`src/rtl/id_ex_stage_buf_pkg.sv`:
```
// id_ex_stage_buf_pkg: shared widths, field offsets and stage-state encoding for the ID/EX buffer
//   XLEN_DEF/RAW_DEF/NUM_RF_DEF/CTRL_W_DEF  default core widths
//   PAYLOAD_W                               packed payload width at the default widths
//   ch_w/ch_off/payload_w                   layout helpers for any width set
//   state_t                                 EMPTY / ONE / TWO occupancy states
package id_ex_stage_buf_pkg;
    localparam int XLEN_DEF   = 32;
    localparam int RAW_DEF    = 5;
    localparam int NUM_RF_DEF = 2;
    localparam int CTRL_W_DEF = 16;
    localparam int F_RD1 = 0;
    localparam int F_RD2 = 1;
    localparam int F_RS1 = 2;
    localparam int F_RS2 = 3;
    localparam int F_RD  = 4;
    function automatic int ch_w(int xlen, int raw);
        return 2*xlen + 3*raw;
    endfunction
    function automatic int ch_off(int f, int xlen, int raw);
        return f == F_RD1 ? 0 : f == F_RD2 ? xlen : f == F_RS1 ? 2*xlen :
               f == F_RS2 ? 2*xlen + raw : 2*xlen + 2*raw;
    endfunction
    function automatic int payload_w(int xlen, int raw, int num_rf, int ctrl_w);
        return num_rf*ch_w(xlen, raw) + 3*xlen + ctrl_w;
    endfunction
    localparam int PAYLOAD_W = payload_w(XLEN_DEF, RAW_DEF, NUM_RF_DEF, CTRL_W_DEF);
    typedef enum logic [1:0] {EMPTY = 2'd0, ONE = 2'd1, TWO = 2'd2} state_t;
endpackage

```
`src/rtl/id_ex_stage_buf_slot.sv`:
```
// stage_slot: one payload register with a valid bit
//   clk, reset (async, active-high), clr (sync, wins over load), load
//   din -> q, valid
module stage_slot #(
    parameter int W = 8
) (
    input  logic         clk,
    input  logic         reset,
    input  logic         clr,
    input  logic         load,
    input  logic [W-1:0] din,
    output logic [W-1:0] q,
    output logic         valid
);
    always_ff @(posedge clk or posedge reset) begin
        if (reset) begin
            q     <= '0;
            valid <= 1'b0;
        end else if (clr) begin
            q     <= '0;
            valid <= 1'b0;
        end else if (load) begin
            q     <= din;
            valid <= 1'b1;
        end
    end
endmodule

```
`src/rtl/id_ex_stage_buf.sv`:
```
// id_ex_stage_buf: valid/ready decode->execute stage with optional one-entry skid slot
//   clk, reset (async, active-high), flush (sync kill)
//   in_valid/in_ready + rd1_d, rd2_d, rs1_d, rs2_d, rdst_d, pc_d, pc4_d, imm_d, ctrl_d
//   out_valid/out_ready + rd1_e, rd2_e, rs1_e, rs2_e, rdst_e, pc_e, pc4_e, imm_e, ctrl_e
module id_ex_stage_buf
    import id_ex_stage_buf_pkg::*;
#(
    parameter int XLEN   = XLEN_DEF,
    parameter int RAW    = RAW_DEF,
    parameter int NUM_RF = NUM_RF_DEF,
    parameter int CTRL_W = CTRL_W_DEF,
    parameter int SKID   = 1
) (
    input  logic                   clk,
    input  logic                   reset,
    input  logic                   flush,
    input  logic                   in_valid,
    output logic                   in_ready,
    input  logic [NUM_RF*XLEN-1:0] rd1_d,
    input  logic [NUM_RF*XLEN-1:0] rd2_d,
    input  logic [NUM_RF*RAW-1:0]  rs1_d,
    input  logic [NUM_RF*RAW-1:0]  rs2_d,
    input  logic [NUM_RF*RAW-1:0]  rdst_d,
    input  logic [XLEN-1:0]        pc_d,
    input  logic [XLEN-1:0]        pc4_d,
    input  logic [XLEN-1:0]        imm_d,
    input  logic [CTRL_W-1:0]      ctrl_d,
    output logic                   out_valid,
    input  logic                   out_ready,
    output logic [NUM_RF*XLEN-1:0] rd1_e,
    output logic [NUM_RF*XLEN-1:0] rd2_e,
    output logic [NUM_RF*RAW-1:0]  rs1_e,
    output logic [NUM_RF*RAW-1:0]  rs2_e,
    output logic [NUM_RF*RAW-1:0]  rdst_e,
    output logic [XLEN-1:0]        pc_e,
    output logic [XLEN-1:0]        pc4_e,
    output logic [XLEN-1:0]        imm_e,
    output logic [CTRL_W-1:0]      ctrl_e
);
    localparam int CW = ch_w(XLEN, RAW);
    localparam int PW = payload_w(XLEN, RAW, NUM_RF, CTRL_W);
    localparam int TB = NUM_RF*CW;
    logic [PW-1:0] pay_d, main_q, skid_q, main_din;
    logic main_v, acc, rel, main_load, main_clr;
    state_t state, state_nx;
    for (genvar k = 0; k < NUM_RF; k++) begin : g_ch
        assign pay_d[k*CW + ch_off(F_RD1, XLEN, RAW) +: XLEN] = rd1_d[k*XLEN +: XLEN];
        assign pay_d[k*CW + ch_off(F_RD2, XLEN, RAW) +: XLEN] = rd2_d[k*XLEN +: XLEN];
        assign pay_d[k*CW + ch_off(F_RS1, XLEN, RAW) +: RAW]  = rs1_d[k*RAW +: RAW];
        assign pay_d[k*CW + ch_off(F_RS2, XLEN, RAW) +: RAW]  = rs2_d[k*RAW +: RAW];
        assign pay_d[k*CW + ch_off(F_RD, XLEN, RAW) +: RAW]   = rdst_d[k*RAW +: RAW];
        assign rd1_e[k*XLEN +: XLEN] = main_q[k*CW + ch_off(F_RD1, XLEN, RAW) +: XLEN];
        assign rd2_e[k*XLEN +: XLEN] = main_q[k*CW + ch_off(F_RD2, XLEN, RAW) +: XLEN];
        assign rs1_e[k*RAW +: RAW]   = main_q[k*CW + ch_off(F_RS1, XLEN, RAW) +: RAW];
        assign rs2_e[k*RAW +: RAW]   = main_q[k*CW + ch_off(F_RS2, XLEN, RAW) +: RAW];
        assign rdst_e[k*RAW +: RAW]  = main_q[k*CW + ch_off(F_RD, XLEN, RAW) +: RAW];
    end
    assign pay_d[TB +: XLEN]          = pc_d;
    assign pay_d[TB + XLEN +: XLEN]   = pc4_d;
    assign pay_d[TB + 2*XLEN +: XLEN] = imm_d;
    assign pay_d[TB + 3*XLEN +: CTRL_W] = ctrl_d;
    assign pc_e   = main_q[TB +: XLEN];
    assign pc4_e  = main_q[TB + XLEN +: XLEN];
    assign imm_e  = main_q[TB + 2*XLEN +: XLEN];
    assign ctrl_e = main_q[TB + 3*XLEN +: CTRL_W];
    assign acc       = in_valid & in_ready;
    assign rel       = out_valid & out_ready;
    assign out_valid = main_v;
    always_ff @(posedge clk or posedge reset) begin
        if (reset) state <= EMPTY;
        else       state <= state_nx;
    end
    always_comb begin
        state_nx = flush ? EMPTY :
                   state == EMPTY ? (acc ? ONE : EMPTY) :
                   state == ONE   ? (acc && !rel ? TWO : rel && !acc ? EMPTY : ONE) :
                                    (rel ? ONE : TWO);
    end
    // Main refills from skid when it drains in TWO, otherwise straight from decode.
    always_comb begin
        main_load = (state == EMPTY && acc) || (state == ONE && acc && rel) || (state == TWO && rel);
        main_clr  = flush || (state == ONE && rel && !acc);
        main_din  = state == TWO ? skid_q : pay_d;
    end
    stage_slot #(.W(PW)) u_main (
        .clk(clk), .reset(reset), .clr(main_clr), .load(main_load),
        .din(main_din), .q(main_q), .valid(main_v)
    );
    if (SKID != 0) begin : g_skid
        logic skid_v, skid_load, skid_clr;
        assign skid_load = state == ONE && acc && !rel;
        assign skid_clr  = flush || (state == TWO && rel);
        // in_ready comes straight from a flop, so EX stalls never reach decode combinationally.
        assign in_ready  = ~skid_v;
        stage_slot #(.W(PW)) u_skid (
            .clk(clk), .reset(reset), .clr(skid_clr), .load(skid_load),
            .din(pay_d), .q(skid_q), .valid(skid_v)
        );
    end else begin : g_noskid
        assign skid_q   = '0;
        assign in_ready = out_ready | ~main_v;
    end
endmodule

```
`config.mk`:
```
export PLATFORM = sky130hd
export DESIGN_NAME = id_ex_stage_buf
export DESIGN_NICKNAME = d
export VERILOG_FILES = /design/src/rtl/id_ex_stage_buf_pkg.sv /design/src/rtl/id_ex_stage_buf_slot.sv /design/src/rtl/id_ex_stage_buf.sv
export SDC_FILE = /design/constraint.sdc
export NUM_CORES = 1
export LEC_CHECK = 0
export CAP_MARGIN = 10
export CORE_ASPECT_RATIO = 1.4
export CORE_MARGIN = 1.5
export CORE_UTILIZATION = 45
export DETAILED_ROUTE_END_ITERATION = 8
export PLACE_DENSITY_LB_ADDON = 0.12
export RECOVER_POWER = 50
export SYNTH_ARGS = -nofsm -noshare
export SYNTH_HDL_FRONTEND = slang
export SYNTH_HIERARCHICAL = 1
export SYNTH_SLANG_ARGS = --single-unit
```
`constraint.sdc`:
```
create_clock -name clk -period 13.17 [get_ports clk]
set_clock_uncertainty 0.05 [all_clocks]
set_input_delay 3.951 -clock clk [delete_from_list [all_inputs] [get_ports clk]]
set_output_delay 3.951 -clock clk [all_outputs]
set_load 0.01 [all_outputs]
```
==> results.py <==
metrics = {
    "run_status": {
        "status": "complete, but fails checks",
        "violations": "capacitance limit, slew limit",
    },
    "logic_synthesis": {
        "synth_top_family_by_area": "multiplexers",
        "synth_fa_ha_area_share_pct": 0,
        "synth_top_area_cell": "dfrtp_1",
        "synth_nets": 2344,
        "synth_compound_area_share_pct": 0.185,
        "yosys_warnings": 6,
        "synth_ff_type": "dfrtp_1",
        "muxShareOfSynthArea_pct": 34.0,
        "synthSimpleGateAreaFrac_pct": 8.19,
        "synth_xor_area_share_pct": 0,
        "synth_edf_count": 0,
        "synth_area_leaders": "dfrtp_1, mux2i_1, mux2_2",
        "ys_ff_latch": 544,
        "synth_cells": 2069,
        "synth_cell_types": 27,
        "ys_seq_area_share_pct": 52.9,
        "synth.avg_cell_area_sq_um": 12.4,
        "syn_area_sq_mm": 0.0257,
        "async_reset_ff_share_pct": 100,
        "synth.top_cell.area_share_pct": 52.9,
        "synth_common_cells": "dfrtp_1, nor2_1, mux2i_1",
    },
    "sta": {
        "fin_crit_sh_pct": 64.8,
        "max_freq_mhz": 117,
        "finalHoldViolCount": 0,
        "rsz0062_at_grt": "false",
        "period_needed_ns": 8.53,
        "drv_slew": 297,
        "tns_ns": 0,
        "setup_viol": 0,
        "slew_headroom_pct": -248,
        "worst_pin_slew_ns": 5.19,
    },
    "critical_path": {
        "end_kind": "asynchronous set/reset pin",
        "crit_path_cell_trace": "dlygate4sd3_1 -> clkinvlp_2 -> buf_4 -> buf_4",
        "crit_buf_inv": 4,
        "critPathKind": "input pin to asynchronous set/reset pin",
        "startpoint": "reset",
        "critPathMaxFanout": 95,
        "crit_path_frequent_cell": "buf_4",
        "startpoint_type": "input pin",
        "cpMaxStageDelayCell": "clkinvlp_2",
        "max_stage_delay_ns": 2.66,
        "crit_required_ns": 13.75,
        "critPathTopFamily": "buffers and inverters",
        "arrival_ns": 9.11,
        "r2r-start": "state[1]",
    },
    "global_routing": {
        "grt-ovfl-total": 0,
        "grt_pass1_vias": 18200,
        "grt_pass1_wl_um": 108000,
        "grt_max_degree": 170,
        "antenna_found_initial": 14,
        "track_usage_pct": 23.7,
    },
    "routing": {
        "final_antenna_net_count": 0,
        "dr.pass1.iters": 5,
        "wl_per_cell_um": 21.2,
        "post-route-drc-count": 0,
        "dr_total_vias": 17200,
        "drt_wl_total_um": 70300,
        "drtIter0Drc": 913,
        "viasPerCell": 5.17,
    },
    "clocking": {
        "clock_path_buffers": 3,
        "cts_setup_buffers": 0,
        "clock_latency_ns": 0.58,
        "clk_pin_slew_ns": 0.06,
        "clock-sinks": 544,
        "cts_tree": "built",
        "cts_max_level": 2,
        "ctsHoldBuffers": 0,
        "cts_made_buffers": 53,
        "cts_resized": 0,
        "root_buffer": "clkbuf_16",
    },
    "power": {
        "ir_drop_v": 0.000113,
        "power.total_mw": 4.31,
        "p_per_area_mw_per_mm2": 131,
        "power_leakage_nw": 15.3,
    },
    "finish": {
        "nets": 2813,
        "layout-drive-gt1-share_pct": 14.8,
        "fill_cells": 4768,
        "stdcell_count": 3324,
        "ff_latch_area_sq_mm": 0.0136,
        "multi_input_area_sq_mm": 0.0109,
        "area_growth_pct": 28.3,
    },
    "place": {
        "port_buffers": 546,
        "dpl.hpwl_um": 44000,
        "placed_cells": 3218,
        "gp_congestion": 0.787,
    },
    "floorplan": {
        "die_h_um": 286,
        "die_width_um": 205,
        "rows": 103,
        "start_util_pct": 45.6,
        "ios": 547,
        "coreArea_sq_mm": 0.0564,
        "die_area_sq_mm": 0.0586,
    },
    "hold_path": {
        "hp-class": "flip-flop to flip-flop",
        "min_from": "u_main/q[205]",
    },
    "flow_run": {
        "max_cap_viol_count": 4,
    },
}
## report_power, final
group          internal, mW  switching, mW
Clock                 0.963          0.650
Sequential             1.79         0.0686
Combinational         0.433          0.411
## registers in the layout, summed over array words and instances, names as in the netlist
register,cells
g_skid.u_skid/valid,1
u_main/valid,1
u_main/q,270
state,2
g_skid.u_skid/q,270
## layout make-up
cell class / count / share of cell area [%]
inverter: 4 / 0.0531
timing repair buffer: 564 / 17.2
tap: 735 / 2.79
clock buffer: 77 / 4.78
sequential: 544 / 41.3
antenna: 10 / 0.0758
multi-input combinational: 1371 / 33.1
clock inverter: 19 / 0.819
## kinds of logic after synthesis
kind of cell,Yosys count
buffers and inverters,154
AND/OR/NAND/NOR,554
AO/OA/AOI/OAI,7
flip-flops,544
multiplexers,810
## worst min-delay path: stages, from the launching register on
cell and delay (ns):
dfrtp_1 0.34, mux2i_1 0.06, nor2_1 0.08
## metrics by stage
stage | util [%] | worst slack, ns | instance area (sq um) | hold slack [ns]
floorplan | - | 1.70 | 25700 | 0.430
global placement | 55.2 | 5.80 | 31100 | 0.445
detailed placement | 55.2 | 5.74 | 31100 | 0.456
CTS | 58.5 | 6.36 | 33000 | 0.471
global route | 58.4 | 3.76 | 33000 | 0.486
finish | 58.5 | 4.64 | 33000 | 0.462
## path summary, 6_finish.rpt
kind	end	slack (ns)	depth (start not counted)
setup / recovery	g_skid.u_skid/q[12]	4.64	4
hold / removal	u_main/q[205]	0.46	2
setup reg to reg	u_main/q[202]	7.82	5
hold reg to reg	u_main/q[205]	0.46	2
max in group clk	g_skid.u_skid/q[173]	5.04	6
min in group asynchronous	state[1]	3.79	2
## routing by layer
layer	up-vias	global-route usage (%)	routed length [um]
li1	7973	-	-
met1	8593	29.8	28900
met2	492	38.2	33700
met3	135	6.04	4640
met4	8	11.1	3110
met5	-	0	50
## layout by cell type (no fill, tap or decap), types with 2 or more instances in the layout
cell | Yosys | final
clkbuf_1 | 34 | 8
nor2_1 | 544 | 544
clkinv_2 | 0 | 12
buf_12 | 8 | 5
diode_2 | 0 | 10
clkbuf_8 | 0 | 16
mux2i_1 | 540 | 540
mux2_4 | 78 | 78
clkbuf_16 | 0 | 53
mux2_2 | 192 | 192
dfrtp_1 | 544 | 544
clkdlybuf4s50_1 | 0 | 272
dlygate4sd3_1 | 0 | 274
nor2b_1 | 2 | 2
bufinv_16 | 0 | 7
buf_4 | 37 | 13
inv_1 | 4 | 2
clkinvlp_2 | 0 | 2
No activity file was read; power rests on OpenSTA's default activity.
